File: src/rtl/seq_bit_serializer.sv
// Parallel-to-serial feeder with a one-word holding buffer so back-to-back words stream gap-free.
// Define SER_LSB_FIRST_EN to shift words out LSB first (default is MSB first).
module seq_bit_serializer #(
  parameter int WIDTH   = 8,
  parameter int BIT_DIV = 1
) (
  input  logic             i_clk,
  input  logic             i_rst,
  input  logic [WIDTH-1:0] i_din,
  input  logic             i_din_valid,
  output logic             o_din_ready,
  output logic             o_bit_out,
  output logic             o_bit_valid,
  output logic             o_word_start,
  output logic             o_busy
);

  localparam int BW = $clog2(WIDTH);
  localparam int DW = (BIT_DIV > 1) ? $clog2(BIT_DIV) : 1;
  localparam logic [BW-1:0] BIT_LAST = BW'(WIDTH - 1);
  localparam logic [DW-1:0] DIV_LAST = DW'(BIT_DIV - 1);

  typedef enum logic {S_IDLE, S_SHIFT} state_t;

  state_t           r_state, w_state_nxt;
  logic [WIDTH-1:0] r_shift, w_shift_nxt;
  logic [WIDTH-1:0] r_hold, w_hold_nxt;
  logic             r_hold_full, w_hold_full_nxt;
  logic [BW-1:0]    r_bit_cnt, w_bit_cnt_nxt;
  logic [DW-1:0]    r_div_cnt, w_div_cnt_nxt;
  logic             r_word_start, w_word_start_nxt;
  logic             w_xfer, w_div_wrap, w_last, w_active, w_cur_bit;
  logic [WIDTH-1:0] w_shifted;

  always_ff @(posedge i_clk) begin
    if (i_rst) begin
      r_state      <= S_IDLE;
      r_shift      <= '0;
      r_hold       <= '0;
      r_hold_full  <= 1'b0;
      r_bit_cnt    <= '0;
      r_div_cnt    <= '0;
      r_word_start <= 1'b0;
    end else begin
      r_state      <= w_state_nxt;
      r_shift      <= w_shift_nxt;
      r_hold       <= w_hold_nxt;
      r_hold_full  <= w_hold_full_nxt;
      r_bit_cnt    <= w_bit_cnt_nxt;
      r_div_cnt    <= w_div_cnt_nxt;
      r_word_start <= w_word_start_nxt;
    end
  end

`ifdef SER_LSB_FIRST_EN
  assign w_shifted = {1'b0, r_shift[WIDTH-1:1]};
  assign w_cur_bit = r_shift[0];
`else
  assign w_shifted = {r_shift[WIDTH-2:0], 1'b0};
  assign w_cur_bit = r_shift[WIDTH-1];
`endif

  always_comb begin
    w_state_nxt      = r_state;
    w_shift_nxt      = r_shift;
    w_hold_nxt       = r_hold;
    w_hold_full_nxt  = r_hold_full;
    w_bit_cnt_nxt    = r_bit_cnt;
    w_div_cnt_nxt    = r_div_cnt;
    w_word_start_nxt = 1'b0;
    // Reset is applied by the register stage, so no rst term is needed here.
    w_xfer     = i_din_valid & ~r_hold_full;
    w_div_wrap = (r_div_cnt == DIV_LAST);
    w_last     = w_div_wrap & (r_bit_cnt == BIT_LAST);

    case (r_state)
      S_IDLE: begin
        if (w_xfer) begin
          w_shift_nxt      = i_din;
          w_bit_cnt_nxt    = '0;
          w_div_cnt_nxt    = '0;
          w_word_start_nxt = 1'b1;
          w_state_nxt      = S_SHIFT;
        end
      end
      S_SHIFT: begin
        if (w_last) begin
          w_bit_cnt_nxt = '0;
          w_div_cnt_nxt = '0;
          if (r_hold_full) begin
            w_shift_nxt      = r_hold;
            w_hold_full_nxt  = 1'b0;
            w_word_start_nxt = 1'b1;
          end else if (w_xfer) begin
            w_shift_nxt      = i_din;
            w_word_start_nxt = 1'b1;
          end else begin
            w_state_nxt = S_IDLE;
          end
        end else begin
          if (w_div_wrap) begin
            w_div_cnt_nxt = '0;
            w_bit_cnt_nxt = r_bit_cnt + 1'b1;
            w_shift_nxt   = w_shifted;
          end else begin
            w_div_cnt_nxt = r_div_cnt + 1'b1;
          end
          if (w_xfer) begin
            w_hold_nxt      = i_din;
            w_hold_full_nxt = 1'b1;
          end
        end
      end
      default: w_state_nxt = S_IDLE;
    endcase

    // Outputs are forced quiet for the whole time rst is high, not just after the first edge.
    w_active     = (r_state == S_SHIFT) & ~i_rst;
    o_din_ready  = ~r_hold_full & ~i_rst;
    o_bit_valid  = w_active;
    o_bit_out    = w_active & w_cur_bit;
    o_word_start = r_word_start & ~i_rst;
    o_busy       = ((r_state == S_SHIFT) | r_hold_full) & ~i_rst;
  end

endmodule

File: config.mk
export PLATFORM = sky130hd
export DESIGN_NAME = seq_bit_serializer
export DESIGN_NICKNAME = d
export VERILOG_FILES = /design/src/rtl/seq_bit_serializer.sv
export SDC_FILE = /design/constraint.sdc
export NUM_CORES = 1
export LEC_CHECK = 0
export ABC_AREA = 1
export BUFFER_PORTS_ARGS = -buffer_cell sky130_fd_sc_hd__buf_2
export CORE_ASPECT_RATIO = 1.2
export CORE_MARGIN = 10
export CORE_UTILIZATION = 35
export CTS_CLUSTER_DIAMETER = 120
export DETAILED_ROUTE_END_ITERATION = 6
export PLACE_DENSITY_LB_ADDON = 0.05
export SLEW_MARGIN = 20
export SYNTH_ARGS = -nofsm -noshare
export SYNTH_HDL_FRONTEND = slang
export SYNTH_SLANG_ARGS = --single-unit
File: constraint.sdc
create_clock -name i_clk -period 1.7 [get_ports i_clk]
set_input_delay 0.51 -clock i_clk [delete_from_list [all_inputs] [get_ports i_clk]]
set_output_delay 0.51 -clock i_clk [all_outputs]
set_load 0.05 [all_outputs]
## Word-level counts from Yosys, hierarchy flattened

Cells that the tools add are included.

| word-level totals | value |
|---|---|
| RAM bits | 0 |
| output and inout bits | 5 |
| input port bits | 11 |
| memory bits (read-only) | 0 |
| memories kept | 0 |
| logic and storage cells | 50 |
| latch bits | 0 |
| register bits after elaboration | 23 |

| cells by class | value |
|---|---|
| bitwise logic cells | 13 |
| shift-type cells | 0 |
| multipliers | 0 |
| divide/modulo/power cells | 0 |
| add/subtract/negate cells | 2 |
| eq/ne operators | 3 |
| $lt $le $gt $ge | 0 |
| reduce and logical (&&, ||, !) cells | 4 |
| muxes and demuxes | 21 |

Operators with widths:

| operator | count |
|---|---|
| $mux W8 | 4 |
| $pmux W8 S2 | 1 |
| $mux W1 | 9 |
| $mux W3 | 3 |
| $and A1 B1 Y1 | 7 |
| $pmux W1 S2 | 3 |
| $pmux W3 S2 | 1 |
| $not A1 Y1 | 5 |
| $reduce_and A2 Y1 | 2 |
| $add A3 B1 Y3 const B | 1 |
| $eq A3 B3 Y1 const B | 1 |
| $ne A3 B2 Y1 const B | 1 |
| $reduce_and A3 Y1 | 1 |
| $ne A2 B2 Y1 const B | 1 |
| $reduce_bool A2 Y1 | 1 |
| $add A1 B1 Y1 const B | 1 |
| $or A1 B1 Y1 | 1 |

## Logic depth before layout (Yosys ltp)

| depth | value |
|---|---|
| word-level depth | 6 |
| depth in mapped cells | 8 |
| mapped depth without buffers | 7 |

## Least setup slack after synthesis

Ideal clock, no wire load.

| path | value |
|---|---|
| path kind | input to output |
| from | input i_rst |
| to | output o_bit_out |
| setup slack | -0.587 ns |
| data arrival time | 1.777 ns |
| stages | 2 |
| buffers on the path | 1 |
| required time | 1.190 ns |
| cell sequence | buf_2 nor3_1 |

| between the ends | value |
|---|---|
| cells in the longest elaborated chain, start to end | 3 |

Ends and longest elaborated chain:

| item | RTL line | text |
|---|---|---|
| start: declaration | 8 | `input logic i_rst,` |
| $not A1 Y1 | 118 | `w_active = (r_state == S_SHIFT) & ~i_rst;` |
| $and A1 B1 Y1 | 118 |  |
| $and A1 B1 Y1 | 121 | `o_bit_out = w_active & w_cur_bit;` |
| end: declaration | 12 | `output logic o_bit_out,` |

Every way passes these cells.

## Final worst setup path

| path | value |
|---|---|
| from | register r_state |
| to | output o_bit_out |

| between the ends | value |
|---|---|
| cells in the longest elaborated chain, start to end | 2 |

Ends and longest elaborated chain:

| item | RTL line | text |
|---|---|---|
| start: declaration | 25 | `state_t r_state, w_state_nxt;` |
| start signal: assignment | 45 | `r_state <= w_state_nxt;` |
| $and A1 B1 Y1 | 118 |  |
| $and A1 B1 Y1 | 121 |  |

Every way passes these cells.

==> flow_metrics.tcl <==
set metrics [dict create \
    status "completed" \
    ys.flop_type "dfxtp_1" \
    synth_commonest_cells "nand2_1 (35), o21ai_0 (28), dfxtp_1 (22)" \
    port_buffers 15 \
    pwr-share-clk 0.235 \
    fmax_ghz 0.6135 \
    hold_viol 0 \
    cp.required_ns 1.19 \
    synth_area_um2 1046 \
    initial_core_util 0.3686 \
    pwr_density_cell_nw_per_um2 792.8 \
    num_rows 21 \
    netlist_top_cells_area "dfxtp_1 (42%), o21ai_0 (13%), nand2_1 (13%)" \
    clockBufferDepth 2 \
    crit_fanout 5 \
    pin_count 16 \
    fin_util 0.4396 \
    cpMaxStageDelayCell "dfxtp_4" \
    synth_compound_area_frac 0.1663 \
    wl_per_cell_um 11.99 \
    cts_buffers 3 \
    drt_first_iter_violations 33 \
    cts_root_buffer "clkbuf_4" \
    seq_area_frac_synth 0.4211 \
    die_w_um 69.91 \
    grt_first_pass_wirelength_um 4340 \
    synthAdderAreaFrac 0.03589 \
    fin_crit_ns 1.630 \
    skew_ns 0.004822 \
    diodes 0 \
    seqPwrFrac 0.572 \
    rsz0062_at_grt "false" \
    antenna_found_initial 0 \
    power.total_mw 0.9890 \
    drv_cap 0 \
    cpLargestDelayFamily "flip-flops" \
    design.die.area_um2 5584 \
    layout-drive-gt1-share 0.2151 \
    worstPathCellList "inv_2 -> nor3_2 -> buf_6" \
    path_buf_inv 2 \
    cpPeakStageDelay_ns 0.38 \
    tritoncts "yes" \
    via_count 981 \
    core_um2 2838 \
    grt_pass1_vias 1034 \
    ys_seq_elements 22 \
    cts.clk_slew.worst_paths_ns 0.12 \
    crit_arrival_ns 1.12 \
    avgSynthCellArea_um2 6.927 \
    synth_top_family_by_area "simple AND/OR/NAND/NOR gates" \
    dp_slack_ns 0.07278 \
    hp-class "flop to flop" \
    synth_cell_types 17 \
    syn_nets 165 \
    syn2layout_area_growth_pct 19.26 \
    report.final.slew_viol_count 0 \
    fin_crit_sh 0.9589 \
    p_int_mw 0.7002 \
    async_reset_ff_frac 0 \
    synthMuxAreaShare 0 \
    switching_power_mw 0.2888 \
    slew_headroom 0.7924 \
    fill_cells 323 \
    yosysMostFrequentCell "nand2_1" \
    grt_max_degree 14 \
    firstDrtPassIters 4 \
    combinationalPowerShare 0.193 \
    drt_wl_total_um 2469 \
    worst_pin_slew_ns 0.3115 \
    yosysTopAreaCell "dfxtp_1" \
    synth_simple_gate_area_frac 0.2895 \
    grt_overflow 0 \
    clock-sinks 22 \
    gp_congestion 0.7920 \
    setup_ws_ns 0.06991 \
    die_y_um 79.89 \
    path_class "flop to primary output" \
    start_kind "flop" \
    leakagePower_nw 0.5638 \
    dp_hpwl_um 1818 \
    crit_path_end_kind "primary output" \
    multi_input_area_um2 523.0 \
    setup_viol 0 \
    switching_share 0.2920 \
    regArea_um2 444.2 \
    synth_edf_count 0 \
    yosys_warnings 0 \
    ant_nets 0 \
    ir_worst_vdd_v 0.0004483 \
    yosys.area.top_type_share 0.4211 \
    cts.htree.levels 1 \
    synth_xor_area_frac 0 \
    insertion_delay_ns 0.30 \
    netlist_instances 151 \
    holdWs_ns 0.4590 \
    grtUsageTotal 0.09146 \
    drc_errors 0 \
    final_nets 188 \
    tns_ns 0 \
    vias_per_cell 4.762 \
]
==> worst register-to-register path, cell delays in order, from the launching register on <==
cell and delay, ns:
dfxtp_1 0.36, ha_1 0.18, ha_1 0.19, nor2_4 0.05, nand2_2 0.18, clkinv_2 0.18, nor2_1 0.12, nor2_1 0.05
==> power groups by stage <==
stage / Clock [mW] / Sequential [mW] / Combinational, mW
final: 0.233 / 0.566 / 0.191
after floorplan: 0 / 0.576 / 0.129
after CTS: 0.241 / 0.568 / 0.188
after detailed placement: 0 / 0.580 / 0.186
after global placement: 0 / 0.579 / 0.184
after global routing: 0.266 / 0.570 / 0.219
==> metal layers <==
metal | vias up | share of wire | routed length [µm] | GRT usage
met4 | 0 | 0.0069 | 17 | 0.03557
met3 | 2 | 0.052 | 128 | 0.02612
li1 | 527 | - | - | -
met5 | - | 0 | 0 | 0
met1 | 437 | 0.49 | 1204 | 0.1038
met2 | 15 | 0.45 | 1119 | 0.1579
==> flip-flops by register name, summed over array words and instances (netlist names) <==
register	cells
r_word_start	1
r_state	1
r_bit_cnt	3
r_shift	8
r_hold	8
r_hold_full	1
==> logic make-up after synthesis <==
| logic type | count (synthesis) |
|---|---|
| buffers and inverters | 22 |
| and+or+nand+nor | 70 |
| AOI/OAI and AO/OA | 34 |
| adders and majority gates | 3 |
| DFF | 22 |
==> worst paths after layout <==
path | start | endpoint | slack, ns | cells after the start
setup / recovery | r_state$_SDFF_PP0_ | o_bit_out | 0.07 | 3
hold / removal | r_bit_cnt[0]$_SDFFE_PP0P_ | r_bit_cnt[0]$_SDFFE_PP0P_ | 0.46 | 1
setup reg to reg | r_bit_cnt[0]$_SDFFE_PP0P_ | r_hold[7]$_SDFFE_PP0P_ | 0.30 | 7
hold reg to reg | r_bit_cnt[0]$_SDFFE_PP0P_ | r_bit_cnt[0]$_SDFFE_PP0P_ | 0.46 | 1
==> cell usage in the layout (no fill, tap or decap), types with 4 or more instances in the layout <==
cell type	count
clkbuf_4	4
dfxtp_1	21
buf_2	12
o21ai_0	28
nand2_1	35
nor2_1	20
inv_1	14
buf_4	10
nand3_1	9
==> metrics by stage <==
step                      std cells  instance area [µm²]
after floorplan                 151                 1055
after global placement          202                 1202
after detailed placement        202                 1202
after CTS                       205                 1235
after global routing            206                 1247
final                           206                 1247
==> area by class of cell <==
type	count	area share
Inverter	16	0.04915
Sequential cell	22	0.3561
Clock buffer	3	0.01805
Timing Repair Buffer	24	0.1234
Tap cell	34	0.03410
Multi-Input combinational cell	107	0.4193
==> timing repair <==
item / 4_1_cts / 5_1_grt
hold buffers: 0 / 0
setup buffers: 0 / 1
endpoints found under the hold margin: 0 / 0
endpoints found under the setup margin: 3 / 3
resized for setup: 4 / 2
Note: power is estimated with default switching activity, not from simulation.
